File: src/rtl/sad_accumulator.sv
// SAD accumulator for the VBSME datapath: per-candidate sum of absolute differences with a running minimum tracker.
// Optional early termination of hopeless candidates is enabled by defining SAD_EARLY_TERM_EN.
module sad_accumulator #(
    parameter int BLOCK_WORDS = 4,
    parameter int IDX_W = 10,
    localparam int SAD_W = 10 + $clog2(BLOCK_WORDS)
) (
    input  logic             Clk,
    input  logic             Reset,
    input  logic             Start,
    input  logic             InValid,
    output logic             InReady,
    input  logic [31:0]      FrameWord,
    input  logic [31:0]      WindowWord,
    input  logic [IDX_W-1:0] InIdx,
    input  logic             LastCand,
    output logic             SadValid,
    output logic [SAD_W-1:0] SadOut,
    output logic [IDX_W-1:0] SadIdx,
    output logic [SAD_W-1:0] MinSad,
    output logic [IDX_W-1:0] MinIdx,
    output logic             Done,
    output logic             Pruned
);

    localparam int CNT_W = $clog2(BLOCK_WORDS);
    localparam logic [CNT_W-1:0] LAST_WORD = CNT_W'(BLOCK_WORDS - 1);

    typedef enum logic [1:0] {IDLE, ACCUM, FINISH, DONE} stateT;

    stateT            stateReg, stateNext;
    logic [CNT_W-1:0] cntReg, cntNext;
    logic [SAD_W-1:0] accReg, accNext;
    logic [IDX_W-1:0] idxReg, idxNext;
    logic             lastReg, lastNext;
    logic             sadValidReg, sadValidNext;
    logic [SAD_W-1:0] sadOutReg, sadOutNext;
    logic [IDX_W-1:0] sadIdxReg, sadIdxNext;
    logic [SAD_W-1:0] minSadReg, minSadNext;
    logic [IDX_W-1:0] minIdxReg, minIdxNext;
    logic             doneReg, doneNext;

    logic [7:0]       absDiff [4];
    logic [9:0]       wordSad;
    logic [SAD_W-1:0] dExt;
    logic [SAD_W-1:0] sumVal;
    logic             transfer, firstWord, lastWord, blockEnd, pruneActive;

    generate
        for (genvar gi = 0; gi < 4; gi++) begin : gByte
            logic [7:0] fPix, wPix;
            assign fPix = FrameWord[8*gi +: 8];
            assign wPix = WindowWord[8*gi +: 8];
            assign absDiff[gi] = (fPix >= wPix) ? fPix - wPix : wPix - fPix;
        end
    endgenerate

    assign wordSad   = 10'(absDiff[0]) + 10'(absDiff[1]) + 10'(absDiff[2]) + 10'(absDiff[3]);
    assign dExt      = SAD_W'(wordSad);
    assign InReady   = (stateReg == ACCUM);
    assign transfer  = InValid && InReady;
    assign firstWord = (cntReg == '0);
    assign lastWord  = (cntReg == LAST_WORD);
    assign blockEnd  = transfer && lastWord && !Start;
    // Word 0 loads rather than adds; a pruned candidate keeps its frozen value.
    assign sumVal    = firstWord ? dExt : (pruneActive ? accReg : accReg + dExt);

    // Min tracker: Start wins over the compare of a pulse already on the outputs.
    always_comb begin
        minSadNext = minSadReg;
        minIdxNext = minIdxReg;
        if (Start) begin
            minSadNext = '1;
            minIdxNext = '0;
        end else if (sadValidReg && !Pruned && (sadOutReg < minSadReg)) begin
            minSadNext = sadOutReg;
            minIdxNext = sadIdxReg;
        end
    end

    always_comb begin
        stateNext    = stateReg;
        cntNext      = cntReg;
        accNext      = accReg;
        idxNext      = idxReg;
        lastNext     = lastReg;
        sadValidNext = 1'b0;
        sadOutNext   = sadOutReg;
        sadIdxNext   = sadIdxReg;
        doneNext     = 1'b0;
        if (Start) begin
            stateNext = ACCUM;
            cntNext   = '0;
            accNext   = '0;
        end else begin
            case (stateReg)
                ACCUM: begin
                    if (transfer) begin
                        accNext = sumVal;
                        if (firstWord) begin
                            idxNext  = InIdx;
                            lastNext = LastCand;
                        end
                        if (blockEnd) begin
                            cntNext      = '0;
                            sadValidNext = 1'b1;
                            sadOutNext   = sumVal;
                            sadIdxNext   = idxReg;
                            if (lastReg) stateNext = FINISH;
                        end else begin
                            cntNext = cntReg + CNT_W'(1);
                        end
                    end
                end
                FINISH: begin
                    stateNext = DONE;
                    doneNext  = 1'b1;
                end
                default: ;
            endcase
        end
    end

    always_ff @(posedge Clk or negedge Reset) begin
        if (!Reset) begin
            stateReg    <= IDLE;
            cntReg      <= '0;
            accReg      <= '0;
            idxReg      <= '0;
            lastReg     <= 1'b0;
            sadValidReg <= 1'b0;
            sadOutReg   <= '0;
            sadIdxReg   <= '0;
            minSadReg   <= '1;
            minIdxReg   <= '0;
            doneReg     <= 1'b0;
        end else begin
            stateReg    <= stateNext;
            cntReg      <= cntNext;
            accReg      <= accNext;
            idxReg      <= idxNext;
            lastReg     <= lastNext;
            sadValidReg <= sadValidNext;
            sadOutReg   <= sadOutNext;
            sadIdxReg   <= sadIdxNext;
            minSadReg   <= minSadNext;
            minIdxReg   <= minIdxNext;
            doneReg     <= doneNext;
        end
    end

`ifdef SAD_EARLY_TERM_EN
    logic pruneFlagReg, prunedReg;

    // A stale flag from the previous candidate is ignored on word 0.
    assign pruneActive = pruneFlagReg && !firstWord;

    always_ff @(posedge Clk or negedge Reset) begin
        if (!Reset) begin
            pruneFlagReg <= 1'b0;
            prunedReg    <= 1'b0;
        end else begin
            prunedReg <= blockEnd && pruneActive;
            if (Start) begin
                pruneFlagReg <= 1'b0;
            end else if (transfer && !lastWord) begin
                pruneFlagReg <= pruneActive || (sumVal >= minSadNext);
            end
        end
    end

    assign Pruned = prunedReg;
`else
    assign pruneActive = 1'b0;
    assign Pruned      = 1'b0;
`endif

    assign SadValid = sadValidReg;
    assign SadOut   = sadOutReg;
    assign SadIdx   = sadIdxReg;
    assign MinSad   = minSadReg;
    assign MinIdx   = minIdxReg;
    assign Done     = doneReg;

endmodule

File: config.mk
export PLATFORM = sky130hd
export DESIGN_NAME = sad_accumulator
export DESIGN_NICKNAME = d
export VERILOG_FILES = /design/src/rtl/sad_accumulator.sv
export SDC_FILE = /design/constraint.sdc
export NUM_CORES = 1
export LEC_CHECK = 0
export BUFFER_PORTS_ARGS = -buffer_cell sky130_fd_sc_hd__buf_4
export CAP_MARGIN = 15
export CORE_ASPECT_RATIO = 2
export CORE_MARGIN = 1.5
export CORE_UTILIZATION = 25
export CTS_CLUSTER_DIAMETER = 150
export DETAILED_ROUTE_END_ITERATION = 8
export GPL_TIMING_DRIVEN = 1
export PLACE_DENSITY = 0.4
export SLEW_MARGIN = 25
export SYNTH_ARGS = -nofsm -noshare
export SYNTH_HDL_FRONTEND = slang
export SYNTH_SLANG_ARGS = --single-unit
File: constraint.sdc
create_clock -name Clk -period 2.9 [get_ports Clk]
set_input_delay 0.145 -clock Clk [delete_from_list [all_inputs] [get_ports Clk]]
set_output_delay 0.145 -clock Clk [all_outputs]
set_load 0.01 [all_outputs]
==> results of run 1 <==
==> cells by family after synthesis <==
| kind of cell | after synthesis | synth area share |
|---|---|---|
| AO/OA/AOI/OAI | 179 | 0.170 |
| XOR/XNOR | 35 | 0.0428 |
| adder cells (fa/ha/maj) | 117 | 0.231 |
| buffers and inverters | 147 | 0.0820 |
| flip-flops | 73 | 0.257 |
| multiplexers | 66 | 0.0949 |
| other | 1 | 0.000524 |
| AND/OR/NAND/NOR | 186 | 0.122 |
==> per-stage QoR <==
stage               setup TNS [ps]  hold slack, ps
detailed placement          -53920             242
CTS                         -45460            21.5
global placement            -53190             240
floorplan                   -40580            -151
finish                      -43250            30.7
global route                -47770            30.8
==> Yosys cell counts, types with 8 or more instances <==
cell | number | area, um^2
xnor2_1 | 16 | 140
xor2_1 | 19 | 166
nor3_1 | 8 | 40.0
mux2_2 | 15 | 169
clkbuf_1 | 20 | 75.1
fa_1 | 25 | 500
mux2i_1 | 51 | 510
nor2_1 | 43 | 161
a21o_1 | 26 | 195
dfstp_2 | 12 | 315
o21a_1 | 14 | 105
ha_1 | 92 | 1150
nand2b_1 | 29 | 181
a21oi_1 | 43 | 215
nand2_1 | 71 | 267
dfrtp_1 | 61 | 1530
inv_1 | 119 | 447
o21ai_0 | 43 | 215
==> registers in the layout, summed over array words and instances, names as in the netlist <==
signal / count
Done: 1
SadValid: 1
MinSad: 12
stateReg: 2
SadIdx: 10
accReg: 12
MinIdx: 10
idxReg: 10
cntReg: 2
SadOut: 12
lastReg: 1
==> power by group through the flow <==
| stage | sequential, mW | clock [mW] | combinational [mW] |
|---|---|---|---|
| 5_1_grt | 1.38 | 1.22 | 12.6 |
| 6_report | 1.35 | 1.14 | 11.4 |
| 2_1_floorplan | 1.35 | 0 | 5.40 |
| 3_5_place_dp | 1.37 | 0 | 8.52 |
| 4_1_cts | 1.35 | 1.18 | 10.8 |
| 3_3_place_gp | 1.36 | 0 | 8.53 |
==> what timing repair did <==
item                                    in CTS  in global routing
endpoints found under the setup margin      22                 22
gates resized for setup                     49                 25
hold buffers                                 1                  0
setup buffers                               32                 10
pin swaps                                   55                 34
endpoints found under the hold margin       44                  0
==> cell type report <==
type                       instances  area [um^2]
timing repair buffer             313         2420
sequential                        73         1840
fill                            2893        17400
multi-input combinational        584         5310
clock inverter                     6         65.1
clock buffer                      10          239
tap                              356          445
inverter                         119          467
==> critical path, stage by stage <==
cell      delay, ps
buf_12          110
inv_12           40
ha_4            130
inv_4            30
fa_2            410
a31oi_4         220
a31oi_4         120
a211oi_4        240
buf_6           160
mux2_4          320
fa_1            560
fa_1            460
ha_4            190
fa_2            350
a211oi_2        250
o21bai_1        100
a21oi_1         160
xor2_1          200
inv_1           100
ha_4            170
buf_6           110
a21o_1          160
a21o_1          190
a21oi_2         160
inv_2            70
o21a_1          180
o41ai_2         180
==> worst max-delay path by stage <==
stage                     slack (ps)          to  cells past startpoint     startpoint
after floorplan                -2410  SadOut[10]                     24  FrameWord[24]
after global placement         -2910  SadOut[11]                     26   FrameWord[8]
after detailed placement       -2980  SadOut[11]                     29   FrameWord[8]
after CTS                      -2510  SadOut[10]                     28  FrameWord[16]
after global routing           -2630  SadOut[10]                     29  FrameWord[24]
final                          -2360  SadOut[10]                     27  FrameWord[24]
==> routing by layer <==
metal | share of wire | vias up
li1 | - | 3291
met1 | 0.32 | 3105
met2 | 0.63 | 109
met3 | 0.019 | 24
met4 | 0.026 | 0
met5 | 0 | -
==> results.md, run 1 <==
- Clock sinks: 73
- Syn Nets: 1000
- Die height: 242 um
- Comb pwr share: 0.821
- Seq cells post-synth: 73
- Clock Power Share: 0.082
- Non-filler cells, final: 1461
- GR Overflow Total: 0
- Critical Path RT: ~3100 ps
- Hold Path End: idxReg[5]
- Library cells used by synthesis: 57
- Hold Crit Depth: 2
- Clk_skew: 11.7 ps
- DIE AREA: 29700 um^2
- R2R setup slack: 570 ps
- Post-route ant nets: 0
- Failing checks: negative setup slack
- RSZ-0062 raised after global routing: true
- Global Route met1 Usage: 0.132
- Placed inst area: a little under 10000 um^2
- Share of cells above drive strength 1: 0.403
- Vias in the first global route: 6952
- Nets@finish: 1296
- Pwr/cell area: 1290 nW/um^2
- Synthesis-to-layout area growth: 50.7%
- Syn_area_per_cell: 8.90 um^2
- Most frequent cells in the layout: buf_4, inv_1, ha_1, nand2_1, dfrtp_1
- Gr busiest metal: met2
- Core area: 28200 um^2
- Clk Tree Root Cell: clkbuf_16
- Net Sw Frac: 0.410
- Seq/Total Area, Yosys: 0.257
- Synth Flop Type: dfrtp_1
- Min-delay src: InIdx[5]
- Vias/cell: 4.47
- Inst Count DP: 1410
- Final instance area: 10800 um^2
- Crit Path Max Fanout: 3
- Slew @ Worst Pin: 770 ps
- Initial antenna violation count: 0
- Worst-case reg-to-reg path depth: 10
- Die X: 123 um
- Syn Inst Count: 804
- Max Fclk: 0.190 GHz
- Post-DP HPWL: 18200 um
- Latest clock arrival within the worst-skew pair: approximately 340 ps
- GR Layer Usage met2: 0.332
- EDFF count, synth: 0
- Final hold violation count: 0
- Setup WS post-layout: -2360 ps
- Row cnt: 87
- N_diodes: 0
- WS Path Type: primary input to flop
- Placer Congestion: slightly below 0.8
- Initial DRC Count: 115
- Max transition margin: 0.487
- Max-cap viol count: 0
- Final Max Slew Viols: 0
- Outcome: finished, violations left
- Finished Core Util: 0.383
- First-pass DRT Iterations: 4
- Sequential Power Share: 0.097
- Async set-reset flop share out of synthesis: 1.00
- Initial Util: 0.254
- Internal: 8.19 mW
- R2r startpoint: accReg[0]
- PortBufs: 125
- Met3 Use GR: 0.00918
- Synth warnings: 0
- DRC viols: 0
- Startpoint Class: primary input
- Sw power: 5.70 mW
- Minimum clock period: 5260 ps
- Max clock buf depth: 2
- Pre-CTS setup slack: -2980 ps
- Total global-route track usage: 0.151
- DR vias: between 6000 and 7000
- Commonest non-fill, non-tap cell in the layout: buf_4
- Crit end category: flop
- Hold Crit Class: primary input to flop
- WL per Instance: 14.7 um
- Largest net degree at the start of global routing: 54
- First-pass GRT wire length: around 35000 um
- CTS tree: done
- Fin crit share: 1.81
- Reg-to-Reg End: accReg[8]
- Leak: 5.55 nW
- Max VDD drop: 0.000938 V
- H-tree Lvls: 3
- Clock transition at path regs: 70 ps
- CTS Buf Count: 9
- Netlist Area Pre-Place: 7160 um^2
- Top Ports: 127
- Worst EP arrival: 5490 ps
- Final Total Pwr: ~14 mW
- Routed WL: 21500 um
- Final setup vio count: 22
Power figures use the tool's default switching activity.
==> inputs of run 2 (changes only) <==
- SETUP_SLACK_MARGIN: not set -> 0.1
==> run 2 against run 1 <==
  * The flow still finishes with violations (negative setup slack)
  * Global-route usage is 0.062 points lower
  * Routed wire length is 0.13% lower
  * Maximum frequency is 0.49% lower
  * Clock power hardly changed
  * Non-clock buffer count is 4 lower
  * Clock-buffer cell count stayed put
  * Register-to-register slack worse by 80 ps
  * Power is 4.4% lower
  * Worst setup slack worse by 26 ps
  * Largest cell class unchanged
  * Largest power group unchanged
==> results.md, run 2 (synthesis results as in run 1) <==
- Outcome: finished, violations left
- Failing checks: negative setup slack
- Worst EP arrival: roughly 5500 ps
- Row cnt: 87
- Post-DP HPWL: 18200 um
- Initial DRC Count: 105
- DR vias: 6515
- Pre-CTS setup slack: -2980 ps
- Placer Congestion: 0.794
- Hold Crit Depth: 2
- Worst-case reg-to-reg path depth: 10
- CP max-delay cell: fa_1
- Initial antenna violation count: 0
- Vias in the first global route: 6944
- M1 wire length: 6880 um
- Slowest stage delay, CP: 560 ps
- Die height: 242 um
- Final Max Slew Viols: 0
- Clock transition at path regs: 70 ps
- Largest net degree at the start of global routing: 54
- Placed inst area: between 9000 and 10000 um^2
- CP Buf/Inv Count: 9
- Die X: 123 um
- Latest clock arrival within the worst-skew pair: 340 ps
- Vias/cell: 4.47
- CTS tree: done
- Levels on crit path: 27
- Final hold violation count: 0
- Max VDD drop: slightly below 0.001 V
- Hold Crit Class: primary input to flop
- RSZ-0062 raised after global routing: true
- Max clock buf depth: 2
- Synthesis-to-layout area growth: 49.8%
- Commonest non-fill, non-tap cell in the layout: buf_4
- Max Fclk: 0.189 GHz
- PortBufs: 125
- Minimum clock period: 5280 ps
- Nets@finish: roughly 1300
- WS Path Type: primary input to flop
- Core area: between 20000 and 30000 um^2
- Sequential cell area: 1840 um^2
- Share of cells above drive strength 1: 0.400
- First-pass GRT wire length: around 35000 um
- Setup WS post-layout: -2380 ps
- Max transition margin: 0.483
- Top Ports: around 130
- Final instance area: about 11000 um^2
- First-pass DRT Iterations: 4
- Fillers: a little under 3000
- Fin crit share: 1.82
- Most frequent cells in the layout: buf_4, inv_1, ha_1, nand2_1, dfrtp_1
- Clock sinks: 73
- DIE AREA: 29700 um^2
- Met3 wire len: 408 um
- Final setup vio count: 22
- R2R setup slack: 490 ps
- Crit end category: flop
- Crit Path Max Fanout: 4
- Routed WL: ~21000 um
- Clk Tree Root Cell: clkbuf_16
- Wire length on met2: 13600 um
- DRC viols: 0
- Area of the multi-input gates: roughly 5300 um^2
- Startpoint Class: primary input
- Slew @ Worst Pin: just under 800 ps
- Leak: between 5 and 6 nW
- Max-cap viol count: 0
- Clk_skew: 12.0 ps
- N_diodes: 0
- Critical Path RT: ~3100 ps
- H-tree Lvls: 3
- Post-route ant nets: 0
- Pwr/cell area: 1240 nW/um^2
- CTS Buf Count: 9
- WL per Instance: 14.7 um
- GR Overflow Total: 0
- Top cell family by delay on the critical path: adder cells
- Highest routed layer: met4
- Initial Util: 0.254
- Total global-route track usage: 0.150
## run 2: timing repair
item,in CTS,in global routing
hold buffers,1,0
endpoints found under the hold margin,44,0
setup endpoints to repair,22,22
buffers inserted,19,11
pin swaps,45,30
gates resized for setup,46,23
## run 2: power breakdown
| part | switching [mW] | total, mW | internal, mW |
|---|---|---|---|
| logic | 4.87 | 10.8 | 5.91 |
| clock network | 0.454 | 1.15 | 0.691 |
| registers | 0.159 | 1.35 | 1.19 |
| total | 5.49 | 13.3 | 7.79 |
## run 2: worst reg2reg max path, stage by stage (launching register included)
cell and delay [ps]:
dfrtp_1 350, ha_1 200, inv_1 80, fa_1 470, nor2b_4 170, o31a_1 350
o21ai_2 90, a21oi_1 150, buf_4 140, nor3_2 40, o41ai_2 260
## run 2: final cells by class
class / count / share of cell area
Tap cell: 356 / 0.0415
Sequential cell: 73 / 0.172
Multi-Input combinational cell: 584 / 0.492
Inverter: 119 / 0.0440
Clock inverter: 6 / 0.00607
Clock buffer: 10 / 0.0223
Timing Repair Buffer: 309 / 0.223
## run 2: metrics by stage
step | hold WS, ps | utilization | power [mW] | instances | TNS (ps)
2_1_floorplan | -151 | - | 6.75 | 804 | -40580
3_3_place_gp | 240 | 0.350 | 9.89 | 1410 | -53190
3_5_place_dp | 242 | 0.350 | 9.89 | 1410 | -53920
4_1_cts | 21.5 | 0.374 | 12.9 | 1446 | -45440
5_1_grt | 30.8 | 0.380 | 14.5 | 1457 | -48650
6_report | 29.3 | 0.380 | 13.3 | 1457 | -44190
## run 2: path summary, 6_finish.rpt
check	startpoint	endpoint
setup reg to reg	accReg[0]	SadOut[10]
hold reg to reg	idxReg[4]	SadIdx[4]
min in group asynchronous	Reset	accReg[6]
max in group asynchronous	Reset	MinSad[10]
hold / removal	InIdx[5]	idxReg[5]
setup / recovery	FrameWord[24]	SadOut[10]
## run 2: metal layers
| metal | vias up | track usage |
|---|---|---|
| met5 | - | 0 |
| met1 | 3102 | 0.131 |
| met4 | 0 | 0.0530 |
| met3 | 23 | 0.00942 |
| li1 | 3282 | - |
| met2 | 108 | 0.331 |
